<file path="config.mk">
export PLATFORM = sky130hd
export DESIGN_NAME = serial_full_adder_flat
export DESIGN_NICKNAME = d
export VERILOG_FILES = /design/src/rtl/serial_full_adder_pkg.sv /design/src/rtl/serial_full_adder_if.sv /design/src/rtl/serial_full_adder_full_adder.sv /design/src/rtl/serial_full_adder.sv /design/src/flat_wrapper.sv
export SDC_FILE = /design/constraint.sdc
export NUM_CORES = 1
export LEC_CHECK = 0
export CORE_ASPECT_RATIO = 2
export CORE_MARGIN = 2
export CORE_UTILIZATION = 45
export CTS_CLUSTER_DIAMETER = 150
export DETAILED_ROUTE_END_ITERATION = 10
export GPL_TIMING_DRIVEN = 0
export PLACE_DENSITY = 0.73
export RECOVER_POWER = 50
export SLEW_MARGIN = 20
export SYNTH_ARGS = -nofsm -noshare
export SYNTH_HDL_FRONTEND = slang
export SYNTH_SLANG_ARGS = --single-unit
</file>
<file path="constraint.sdc">
create_clock -name clk -period 1.4 [get_ports clk]
set_clock_uncertainty 0.05 [all_clocks]
set_input_delay 0.14 -clock clk [delete_from_list [all_inputs] [get_ports clk]]
set_output_delay 0.14 -clock clk [all_outputs]
set_load 0.02 [all_outputs]
</file>
<file path="src/rtl/serial_full_adder_pkg.sv">
// Shared constants for the bit-serial arithmetic units (adder now, subtractor later).
// Holds the FSM state encodings and the default operand width.
package serial_arith_pkg;

    localparam int SA_WIDTH_DEFAULT = 8;

    localparam logic [1:0] S_IDLE = 2'd0;
    localparam logic [1:0] S_RUN  = 2'd1;
    localparam logic [1:0] S_DONE = 2'd2;

    typedef enum logic [1:0] {
        ST_IDLE = S_IDLE,
        ST_RUN  = S_RUN,
        ST_DONE = S_DONE
    } sa_state_e;

endpackage

</file>
<file path="src/rtl/serial_full_adder_if.sv">
// Request/result bundle between a client and serial_full_adder.
// master drives operands and start; slave (the adder) returns the result, busy and done.
interface serial_full_adder_if
    import serial_arith_pkg::*;
#(
    parameter int WIDTH = SA_WIDTH_DEFAULT
);

    logic             inStart;
    logic [WIDTH-1:0] inA;
    logic [WIDTH-1:0] inB;
    logic             inCin;
    logic [WIDTH-1:0] outSum;
    logic             outCout;
    logic             outBusy;
    logic             outDone;

    modport master (
        output inStart, inA, inB, inCin,
        input  outSum, outCout, outBusy, outDone
    );

    modport slave (
        input  inStart, inA, inB, inCin,
        output outSum, outCout, outBusy, outDone
    );

endinterface

</file>
<file path="src/rtl/serial_full_adder_full_adder.sv">
// One-bit full adder cell, purely combinational; mirror of the full_subtractor cell.
// Zero latency, no flow control.
module full_adder (
    input  logic inA,
    input  logic inB,
    input  logic inc,
    output logic outS,
    output logic outc
);

    assign outS = inA ^ inB ^ inc;
    assign outc = (inA & inB) | (inc & (inA ^ inB));

endmodule

</file>
<file path="src/rtl/serial_full_adder.sv">
// Bit-serial WIDTH-bit adder reusing one full_adder cell LSB first; result after WIDTH+1 cycles.
// Starts are only taken in IDLE/DONE; a start during RUN is dropped, never queued.
module serial_full_adder
    import serial_arith_pkg::*;
#(
    parameter int WIDTH = SA_WIDTH_DEFAULT
) (
    input  logic               clk,
    input  logic               rst_n,
    serial_full_adder_if.slave bus
);

    localparam int CNT_W = $clog2(WIDTH + 1);

    sa_state_e        r_state;
    logic [WIDTH-1:0] r_a;
    logic [WIDTH-1:0] r_b;
    logic [WIDTH-1:0] r_s;
    logic             r_carry;
    logic [CNT_W-1:0] r_cnt;
    logic [WIDTH-1:0] r_sum;
    logic             r_cout;
    logic             r_busy;
    logic             r_done;

    logic             w_sum;
    logic             w_cout;
    logic [WIDTH-1:0] w_s_next;

    full_adder u_fa (
        .inA  (r_a[0]),
        .inB  (r_b[0]),
        .inc  (r_carry),
        .outS (w_sum),
        .outc (w_cout)
    );

    // Sum bits enter at the MSB so after WIDTH shifts bit 0 sits at the LSB.
    assign w_s_next = {w_sum, r_s[WIDTH-1:1]};

    always_ff @(posedge clk or negedge rst_n) begin
        if (!rst_n) begin
            r_state <= ST_IDLE;
            r_a     <= '0;
            r_b     <= '0;
            r_s     <= '0;
            r_carry <= 1'b0;
            r_cnt   <= '0;
            r_sum   <= '0;
            r_cout  <= 1'b0;
            r_busy  <= 1'b0;
            r_done  <= 1'b0;
        end else begin
            case (r_state)
                ST_IDLE, ST_DONE: begin
                    r_done <= 1'b0;
                    if (bus.inStart) begin
                        r_a     <= bus.inA;
                        r_b     <= bus.inB;
                        r_carry <= bus.inCin;
                        r_cnt   <= '0;
                        r_busy  <= 1'b1;
                        r_state <= ST_RUN;
                    end else begin
                        r_busy  <= 1'b0;
                        r_state <= ST_IDLE;
                    end
                end
                ST_RUN: begin
                    r_a     <= r_a >> 1;
                    r_b     <= r_b >> 1;
                    r_s     <= w_s_next;
                    r_carry <= w_cout;
                    if (r_cnt == CNT_W'(WIDTH - 1)) begin
                        r_sum   <= w_s_next;
                        r_cout  <= w_cout;
                        r_done  <= 1'b1;
                        r_busy  <= 1'b0;
                        r_cnt   <= '0;
                        r_state <= ST_DONE;
                    end else begin
                        r_cnt   <= r_cnt + CNT_W'(1);
                    end
                end
                default: begin
                    r_busy  <= 1'b0;
                    r_done  <= 1'b0;
                    r_cnt   <= '0;
                    r_state <= ST_IDLE;
                end
            endcase
        end
    end

    assign bus.outSum  = r_sum;
    assign bus.outCout = r_cout;
    assign bus.outBusy = r_busy;
    assign bus.outDone = r_done;

endmodule

</file>
<file path="src/flat_wrapper.sv">
// flat-port wrapper written by rule: the top's interface ports become plain ports
module serial_full_adder_flat import serial_arith_pkg::*;
#(
    parameter int WIDTH = SA_WIDTH_DEFAULT
)
  (clk, rst_n, bus_inStart, bus_inA, bus_inB, bus_inCin, bus_outSum, bus_outCout, bus_outBusy, bus_outDone);
  serial_full_adder_if #(.WIDTH(WIDTH)) bus_i ();
  input  logic clk;
  input  logic rst_n;
  input wire logic [$bits(bus_i.inStart)-1:0] bus_inStart;
  input wire logic [$bits(bus_i.inA)-1:0] bus_inA;
  input wire logic [$bits(bus_i.inB)-1:0] bus_inB;
  input wire logic [$bits(bus_i.inCin)-1:0] bus_inCin;
  output wire logic [$bits(bus_i.outSum)-1:0] bus_outSum;
  output wire logic [$bits(bus_i.outCout)-1:0] bus_outCout;
  output wire logic [$bits(bus_i.outBusy)-1:0] bus_outBusy;
  output wire logic [$bits(bus_i.outDone)-1:0] bus_outDone;
  assign bus_i.inStart = bus_inStart;
  assign bus_i.inA = bus_inA;
  assign bus_i.inB = bus_inB;
  assign bus_i.inCin = bus_inCin;
  assign bus_outSum = bus_i.outSum;
  assign bus_outCout = bus_i.outCout;
  assign bus_outBusy = bus_i.outBusy;
  assign bus_outDone = bus_i.outDone;
  serial_full_adder #(.WIDTH(WIDTH)) u_core (.clk(clk), .rst_n(rst_n), .bus(bus_i));
endmodule
</file>
**Word-level counts from Yosys, hierarchy flattened**

Index checks and enable logic that the tools add are counted.

- Register bits: 42
- Latch bits: 0
- Memory bits (writable): 0
- ROM bits: 0
- Bits of input ports: 20
- Output and inout bits: 11
- Logic and storage cells: 43
- Memories kept: 0

- $add $sub $neg: 1
- $mul: 0
- Divide/modulo/power cells: 0
- Order comparisons: 0
- Equality and inequality tests: 5
- Shift-type cells: 0
- Muxes and demuxes: 17
- Bitwise logic cells: 5
- Reductions and logical operators: 5

Operators by type and width:

| kind | number |
|---|---|
| one-hot mux 8 bit (2 select lines) | 2 |
| 2-to-1 mux 8 bit | 2 |
| 2-to-1 mux 4 bit | 2 |
| one-hot mux 4 bit (2 select lines) | 1 |
| 2-to-1 mux 1 bit | 6 |
| adder 4 x 1 -> 4 bit (second input constant) | 1 |
| == test 4 x 3 -> 1 bit (second input constant) | 1 |
| one-hot mux 1 bit (2 select lines) | 2 |
| one-hot mux 2 bit (2 select lines) | 1 |
| AND reduction 2 bit | 2 |
| bitwise AND 1 bit | 2 |
| == test 2 x 1 -> 1 bit (second input constant) | 1 |
| == test 2 bit (second input constant) | 1 |
| logical NOT 2 bit | 1 |
| 2-to-1 mux 2 bit | 1 |
| != test 2 x 1 -> 1 bit (second input constant) | 1 |
| != test 2 bit (second input constant) | 1 |
| nonzero test 2 bit | 1 |
| OR reduction 2 bit | 1 |
| bitwise XOR 1 bit | 2 |
| OR 1 bit | 1 |

**Longest topological paths before layout**

Gate-level depths: netlist of run 1.

- Depth after elaboration: 4
- Gate-level depth with buffers: 5
- Mapped depth without buffers: 4

**Modules after synthesis**

A second synthesis of run 1 with hierarchy kept.

- Cell total of the unflattened synthesis: 163
- Area, all modules: 1646.6 um^2

By module, submodules not included:

| module | instances | cells each | area an instance (um^2) | seq. area each (um^2) |
|---|---|---|---|---|
| serial_full_adder | 1 | 162 | 1626.6 | 975.9 |
| full_adder | 1 | 1 | 20.0 | 0.0 |

**Worst setup path before layout of run 1**

No wires, ideal clock.

- Path kind: register -> register
- Start: reg, netlist name u_core.bus.outDone
- End: reg u_core.r_cout (netlist: u_core.bus.outCout)
- Library setup time: 125 ps
- Arrival: 1265 ps
- Required time: 1225 ps
- Path slack: -40 ps
- Stages on the path, launching flop included: 5
- Path buffers: 1
- Period minus slack after synthesis: 1440 ps
- Path through: dfrtp_1 nand2b_1 buf_6 nor2_8 mux2_2

RTL lines:

| item | line | text |
|---|---|---|
| to (signal assigned) | serial_full_adder.sv:76 | `r_cout <= w_cout;` |
| to (decl) | serial_full_adder.sv:22 | `logic r_cout;` |

**Worst setup path after layout of run 1**

- Start: reg u_core.r_cnt[1]
- End: reg u_core.r_sum[0] (netlist: u_core.bus.outSum[0])

- Cells in the longest elaborated chain, start to end: 2

Ends and longest elaborated chain:

| item | line | text |
|---|---|---|
| from (decl) | serial_full_adder.sv:20 | `logic [CNT_W-1:0] r_cnt;` |
| from (signal assigned) | serial_full_adder.sv:82 | `r_cnt <= r_cnt + CNT_W'(1);` |
| == test 4 x 3 -> 1 bit | serial_full_adder.sv:74 | `if (r_cnt == CNT_W'(WIDTH - 1)) begin` |
| AND reduction 2 bit (no source line) | - |  |
| to (signal assigned) | serial_full_adder.sv:75 | `r_sum <= w_s_next;` |
| to (decl) | serial_full_adder.sv:21 | `logic [WIDTH-1:0] r_sum;` |

No other way between the ends.
A chain may end at the register's enable or synchronous reset.

==> impl_metrics.json, run 1 <==
{
  "status": "finished clean",
  "grt_pass1_vias": 1383,
  "drtIter0Drc": 29,
  "yosysUniqueCellTypes": 21,
  "cp-startpoint": "u_core.r_cnt[1]",
  "maxSlewHeadroom_pct": 62.4,
  "critPathTopFamily": "flip-flops",
  "place_worst_setup_slack_ps": -194,
  "crit_buf_inv": 0,
  "vias": 1314,
  "grtUsageMet2_pct": 33.2,
  "critical_path_peak_fanout": 5,
  "fillCellCount": 286,
  "tightest_slew_ps": 563,
  "dieWidth_um": 47.1,
  "critical_path_cell_count": 4,
  "clock-sinks": 40,
  "clk_latency_ps": 290,
  "final.min_clock_period_ps": 1390,
  "maxSlewViolCount": 0,
  "grtUsageMet3_pct": 3.82,
  "post-route-period-util_pct": 99.0,
  "yosys_warnings": 0,
  "grt_setup_unrepaired": "true",
  "grt-ovfl-total": 0,
  "crit_type": "flop to flop",
  "firstDrtPassIters": 4,
  "multi_input_area_um2": 714,
  "top_usage_layer": "met2",
  "cts_root_buf": "clkbuf_8",
  "worst-r2r-cell-count": 4,
  "grt_max_degree": 33,
  "startpoint_type": "flop",
  "grt_usage_pct": 19.9,
  "place_congestion": 0.714,
  "met1_usage_pct": 23.0,
  "antenna_left": 0,
  "synthCells": 153,
  "portBuffers": 30,
  "cp-end-kind": "flop",
  "finalNetCount": 226,
  "cts-buffers-inserted": 5,
  "syn_area_um2": 1670,
  "via_per_inst": 5.17,
  "antenna_found_initial": 0,
  "layout_commonest_cell": "dfrtp_1",
  "ir_drop_uv": 1280,
  "power_density_nw_per_um2": 2230,
  "r2r_slack_ps": 10,
  "leakage_nw": 1.15,
  "area_growth_pct": 41.0,
  "grt_pass1_wl_um": 6110,
  "final_cell_mix": "dfrtp_1 (38), nand2_1 (26), nor2_1 (18), clkdlybuf4s50_1 (18), buf_4 (14)",
  "cts.clk_slew.worst_paths_ps": 70,
  "syn_area_per_cell_um2": 10.9,
  "start_util_pct": 46.4,
  "finalPower_w": 0.00526,
  "slowest_delay_ps": 390,
  "yosysSeqAreaShare_pct": 59.8,
  "r2r_start": "u_core.r_cnt[1]",
  "arrival_ps": 1510,
  "crit_chain": "ha_4 -> nand3b_4 -> nor2_4 -> mux2_4",
  "maxCapViolCount": 0,
  "die_h_um": 90.2,
  "drive_gt1_share_pct": 25.4,
  "crit_required_ps": 1530,
  "core_um2": 3610,
  "hold_class": "input pin to asynchronous set/reset pin",
  "timing.fmax_ghz": 0.722,
  "syn-num-nets": 175,
  "cts_tree": "done",
  "drc": 0,
  "layout_setup_ws_ps": 14.3,
  "rows": 31,
  "timing.hold.ws_ps": 289,
  "crit_end": "u_core.bus.outSum[0]",
  "regArea_um2": 1000,
  "dp_hpwl_um": 2530,
  "r2r-end": "u_core.bus.outSum[0]",
  "htree_levels": 2,
  "final_hold_viol_count": 0,
  "ys_seq_elements": 40,
  "clockBufferDepth": 2,
  "routedWlPerCell_um": 14.8,
  "critical-path-slowest-cell": "dfrtp_1",
  "routed_wl_um": 3750,
  "ioPinCount": 31,
  "setup_violations": 0,
  "dieArea_um2": 4250,
  "diodes": 0
}
-- worst min path at each step --
stage	end	slack, ps	cells past startpoint
3_5_place_dp	u_core.bus.outCout	-30	1
5_1_grt	u_core.bus.outCout	350	2
2_1_floorplan	u_core.bus.outBusy	-210	0
4_1_cts	u_core.r_s[4]	180	2
6_report	u_core.bus.outCout	290	2
3_3_place_gp	u_core.r_s[1]	410	2
-- synthesized netlist by cell type (all sizes together) --
cell	instances	share of area, %
ha	1	0.75
nand2	26	5.8
o31ai	1	0.45
o22ai	16	6.0
mux2	9	6.1
inv	1	0.22
o21ai	1	0.30
nor2b	3	1.1
mux2i	1	0.60
nor2	19	5.2
nor3	15	4.5
a22o	4	2.1
nand2b	2	0.75
fa	1	1.2
nand3	2	0.60
dfrtp	40	60
nand3b	1	0.67
buf	10	3.8
-- repair_timing --
item / in CTS / in global routing
hold buffers: 1 / 0
setup buffers: 8 / 3
gates resized for setup: 16 / 19
pin swaps: 3 / 1
endpoints found under the setup margin: 20 / 21
gates cloned: 1 / 0
endpoints found under the hold margin: 40 / 0
-- routing by layer --
| layer | routed length [µm] | vias up | share of wire [%] |
|---|---|---|---|
| met5 | 0 | - | 0 |
| met4 | 93 | 0 | 2.5 |
| met3 | 112 | 11 | 3.0 |
| met2 | 2050 | 34 | 55 |
| met1 | 1490 | 637 | 40 |
| li1 | - | 632 | - |
-- logic make-up (layout without fill, tap and decap cells) --
group,count (synthesis),count (layout),share of synthesized area [%]
simple gates,68,69,18.7
flops,40,40,59.8
compound gates,22,22,8.83
buf+inv,11,62,4.04
mux,10,10,6.66
fa+ha+maj,2,2,1.94
-- worst reg2reg max path, cell delays in order (launching register included) --
cell and delay, ps:
dfrtp_1 390, ha_4 170, nand3b_4 130, nor2_4 210, mux2_4 320
-- metrics by stage --
stage	setup TNS (ps)	cell area, µm²	cells	util [%]
after floorplan	0	1690	153	-
after global placement	-32900	2050	232	56.7
after detailed placement	-2860	2060	233	57.2
after CTS	-143	2260	251	62.7
after global routing	-110	2360	254	65.4
final	0	2360	254	65.4
-- registers in the layout, summed over array words and instances, names as in the netlist --
| signal | flops |
|---|---|
| u_core.r_cnt | 4 |
| u_core.r_state | 1 |
| u_core.bus.outDone | 1 |
| u_core.r_s | 7 |
| u_core.r_a | 8 |
| u_core.bus.outCout | 1 |
| u_core.r_b | 8 |
| u_core.bus.outBusy | 1 |
| u_core.bus.outSum | 8 |
| u_core.r_carry | 1 |
-- power by group --
group	internal (W)	switching, W
clock network	0.000529	0.000386
logic	0.00113	0.00115
registers	0.00169	0.000378
total	0.00335	0.00192
-- layout make-up --
cell class	instances	area share, %
sequential	40	42.5
multi-input combinational	103	30.3
timing repair buffer	43	16.7
buffer	10	3.18
clock buffer	6	3.08
tap	49	2.60
clock inverter	2	1.49
inverter	1	0.159
Note: power is estimated with default switching activity, not from simulation.
==> run 2, diff against run 1 <==
CORE_ASPECT_RATIO = default   (was 2)
CTS_CLUSTER_SIZE = 24   (was default)
==> run 2 against run 1 <==
  * The flow now finishes with violations (setup timing)
  * Sequential cell count stayed put
  * Die area decreased by 0.69%
  * Wire length up 10%
  * Design area down 1.1%
  * Clock power shrank 15%
  * Combinational power up 5%
  * Fmax is 5.2% lower
  * Worst hold slack lost 62 ps
  * Global-route usage grew 0.26 points
  * Via count up 3.6%
  * Critical path type unchanged
  * Largest power group unchanged
==> impl_metrics.json, run 2 (synthesis gave the netlist of run 1 again) <==
{
  "status": "finished with violations",
  "violations": "setup timing",
  "firstDrtPassIters": 4,
  "via_per_inst": 5.36,
  "leakage_nw": 1.14,
  "critPathTopFamily": "flip-flops",
  "p_comb_share_pct": 45.5,
  "grt_max_degree": 35,
  "htree_levels": 2,
  "layout_commonest_cell": "dfrtp_1",
  "grt-ovfl-total": 0,
  "final_cell_mix": "dfrtp_1 (38), nand2_1 (26), nor2_1 (18), clkdlybuf4s50_1 (18), buf_4 (15)",
  "post-route-period-util_pct": 104,
  "maxSlewViolCount": 0,
  "arrival_ps": 1590,
  "cts.clk_slew.worst_paths_ps": 70,
  "crit_type": "flop to flop",
  "crit_buf_inv": 0,
  "maxCapViolCount": 0,
  "area_growth_pct": 39.5,
  "clkPwrFrac_pct": 14.8,
  "p_sw_share_pct": 37.9,
  "drive_gt1_share_pct": 24.8,
  "vias": 1361,
  "post-route-util_pct": 64.7,
  "dieWidth_um": 65.0,
  "fin_cells": 254,
  "portBuffers": 30,
  "finalNetCount": 227,
  "drc": 0,
  "crit_required_ps": 1520,
  "place_congestion": 0.765,
  "r2r_slack_ps": -60,
  "clockBufferDepth": 2,
  "setup_violations": 4,
  "cts-buffers-inserted": 5,
  "clock-sinks": 40,
  "pwr-share-seq_pct": 39.7,
  "grt_setup_unrepaired": "true",
  "critical-path-slowest-cell": "dfrtp_1",
  "drtIter0Drc": 88,
  "rows": 22,
  "finalPower_w": 0.00525,
  "grt_pass1_wl_um": 6330,
  "maxSlewHeadroom_pct": 68.6,
  "dieArea_um2": 4220,
  "clk_latency_ps": 290,
  "routedWlPerCell_um": 16.3,
  "cts_root_buf": "clkbuf_8",
  "grt_usage_pct": 20.2,
  "ir_drop_uv": 1080,
  "dp_cells": 232,
  "cts_tree": "done",
  "dp_hpwl_um": 2440,
  "fillCellCount": 274,
  "layout_setup_ws_ps": -61.5,
  "routed_wl_um": 4130,
  "critical_path_peak_fanout": 5,
  "startpoint_type": "flop",
  "cp-end-kind": "flop",
  "switchingPower_w": 0.00199,
  "timing.fmax_ghz": 0.684,
  "power_density_nw_per_um2": 2250,
  "diodes": 0,
  "die_h_um": 65.0,
  "hold_class": "input pin to asynchronous set/reset pin",
  "tightest_slew_ps": 471,
  "ioPinCount": 31,
  "crit_chain": "ha_4 -> nand3b_4 -> nor2_4 -> mux2_4",
  "place_worst_setup_slack_ps": -204,
  "power.internal_w": 0.00326,
  "slowest_delay_ps": 430,
  "final_hold_viol_count": 0,
  "core_um2": 3610,
  "start_util_pct": 46.4,
  "final.min_clock_period_ps": 1460,
  "antenna_found_initial": 0,
  "grt_pass1_vias": 1356,
  "antenna_left": 0
}
-- run 2: stage by stage --
stage / TNS, ps / hold WS (ps) / area, µm²
global route: -599 / 246 / 2330
finish: -222 / 227 / 2330
global placement: -32540 / 409 / 2050
floorplan: 0 / -206 / 1690
CTS: -175 / 168 / 2220
detailed placement: -2750 / -59.1 / 2060
-- run 2: power groups by stage --
stage          combinational [W]  clock [W]  sequential [W]
2_1_floorplan            0.00122          0         0.00213
3_3_place_gp             0.00191          0         0.00202
3_5_place_dp             0.00201          0         0.00206
4_1_cts                  0.00207   0.000779         0.00203
5_1_grt                  0.00262   0.000848         0.00214
6_report                 0.00239   0.000776         0.00208
-- run 2: worst register-to-register path, delay by kind of cell, from the launching register on --
| family | cells | cell delay (ps) |
|---|---|---|
| flip-flops | 1 | 430 |
| AND/OR/NAND/NOR | 2 | 360 |
| multiplexers | 1 | 330 |
| adder cells (fa/ha/maj) | 1 | 180 |
-- run 2: path summary, 6_finish.rpt --
| check | start | endpoint | depth (start not counted) |
|---|---|---|---|
| setup / recovery | u_core.r_cnt[0] | u_core.bus.outSum[3] | 4 |
| max in group asynchronous | rst_n | u_core.bus.outDone | 3 |
| min in group clk | bus_inA[7] | u_core.r_a[7] | 2 |
| hold reg to reg | u_core.r_b[7] | u_core.r_b[7] | 1 |
| setup reg to reg | u_core.r_cnt[0] | u_core.bus.outSum[3] | 4 |
| hold / removal | rst_n | u_core.r_b[5] | 2 |
-- run 2: area by class of cell --
cell class,count,area [µm²],share of cell area (%)
plain buffers,10,75.1,3.22
clock buffers,8,90.1,3.86
inverters,1,3.75,0.161
multi-input cells,103,713,30.6
flip-flops and latches,40,1000,43.0
well taps,48,60.1,2.57
repair buffers,44,388,16.6
-- run 2: per-layer routing --
| layer | vias up | GRT usage, % | wire length, µm |
|---|---|---|---|
| met1 | 691 | 24.7 | 1710 |
| met4 | 0 | 7.71 | 64 |
| met2 | 31 | 35.3 | 2230 |
| met5 | - | 0 | 0 |
| met3 | 7 | 3.65 | 123 |
| li1 | 632 | - | - |
-- run 2: repair_timing --
action                     4_1_cts  5_1_grt
setup endpoints to repair       20       24
buffers inserted                 6        6
gates resized for setup         14       20
pin swaps                        3        2
cloned                           1        0
hold buffers                     1        0
hold endpoints to repair        40        0
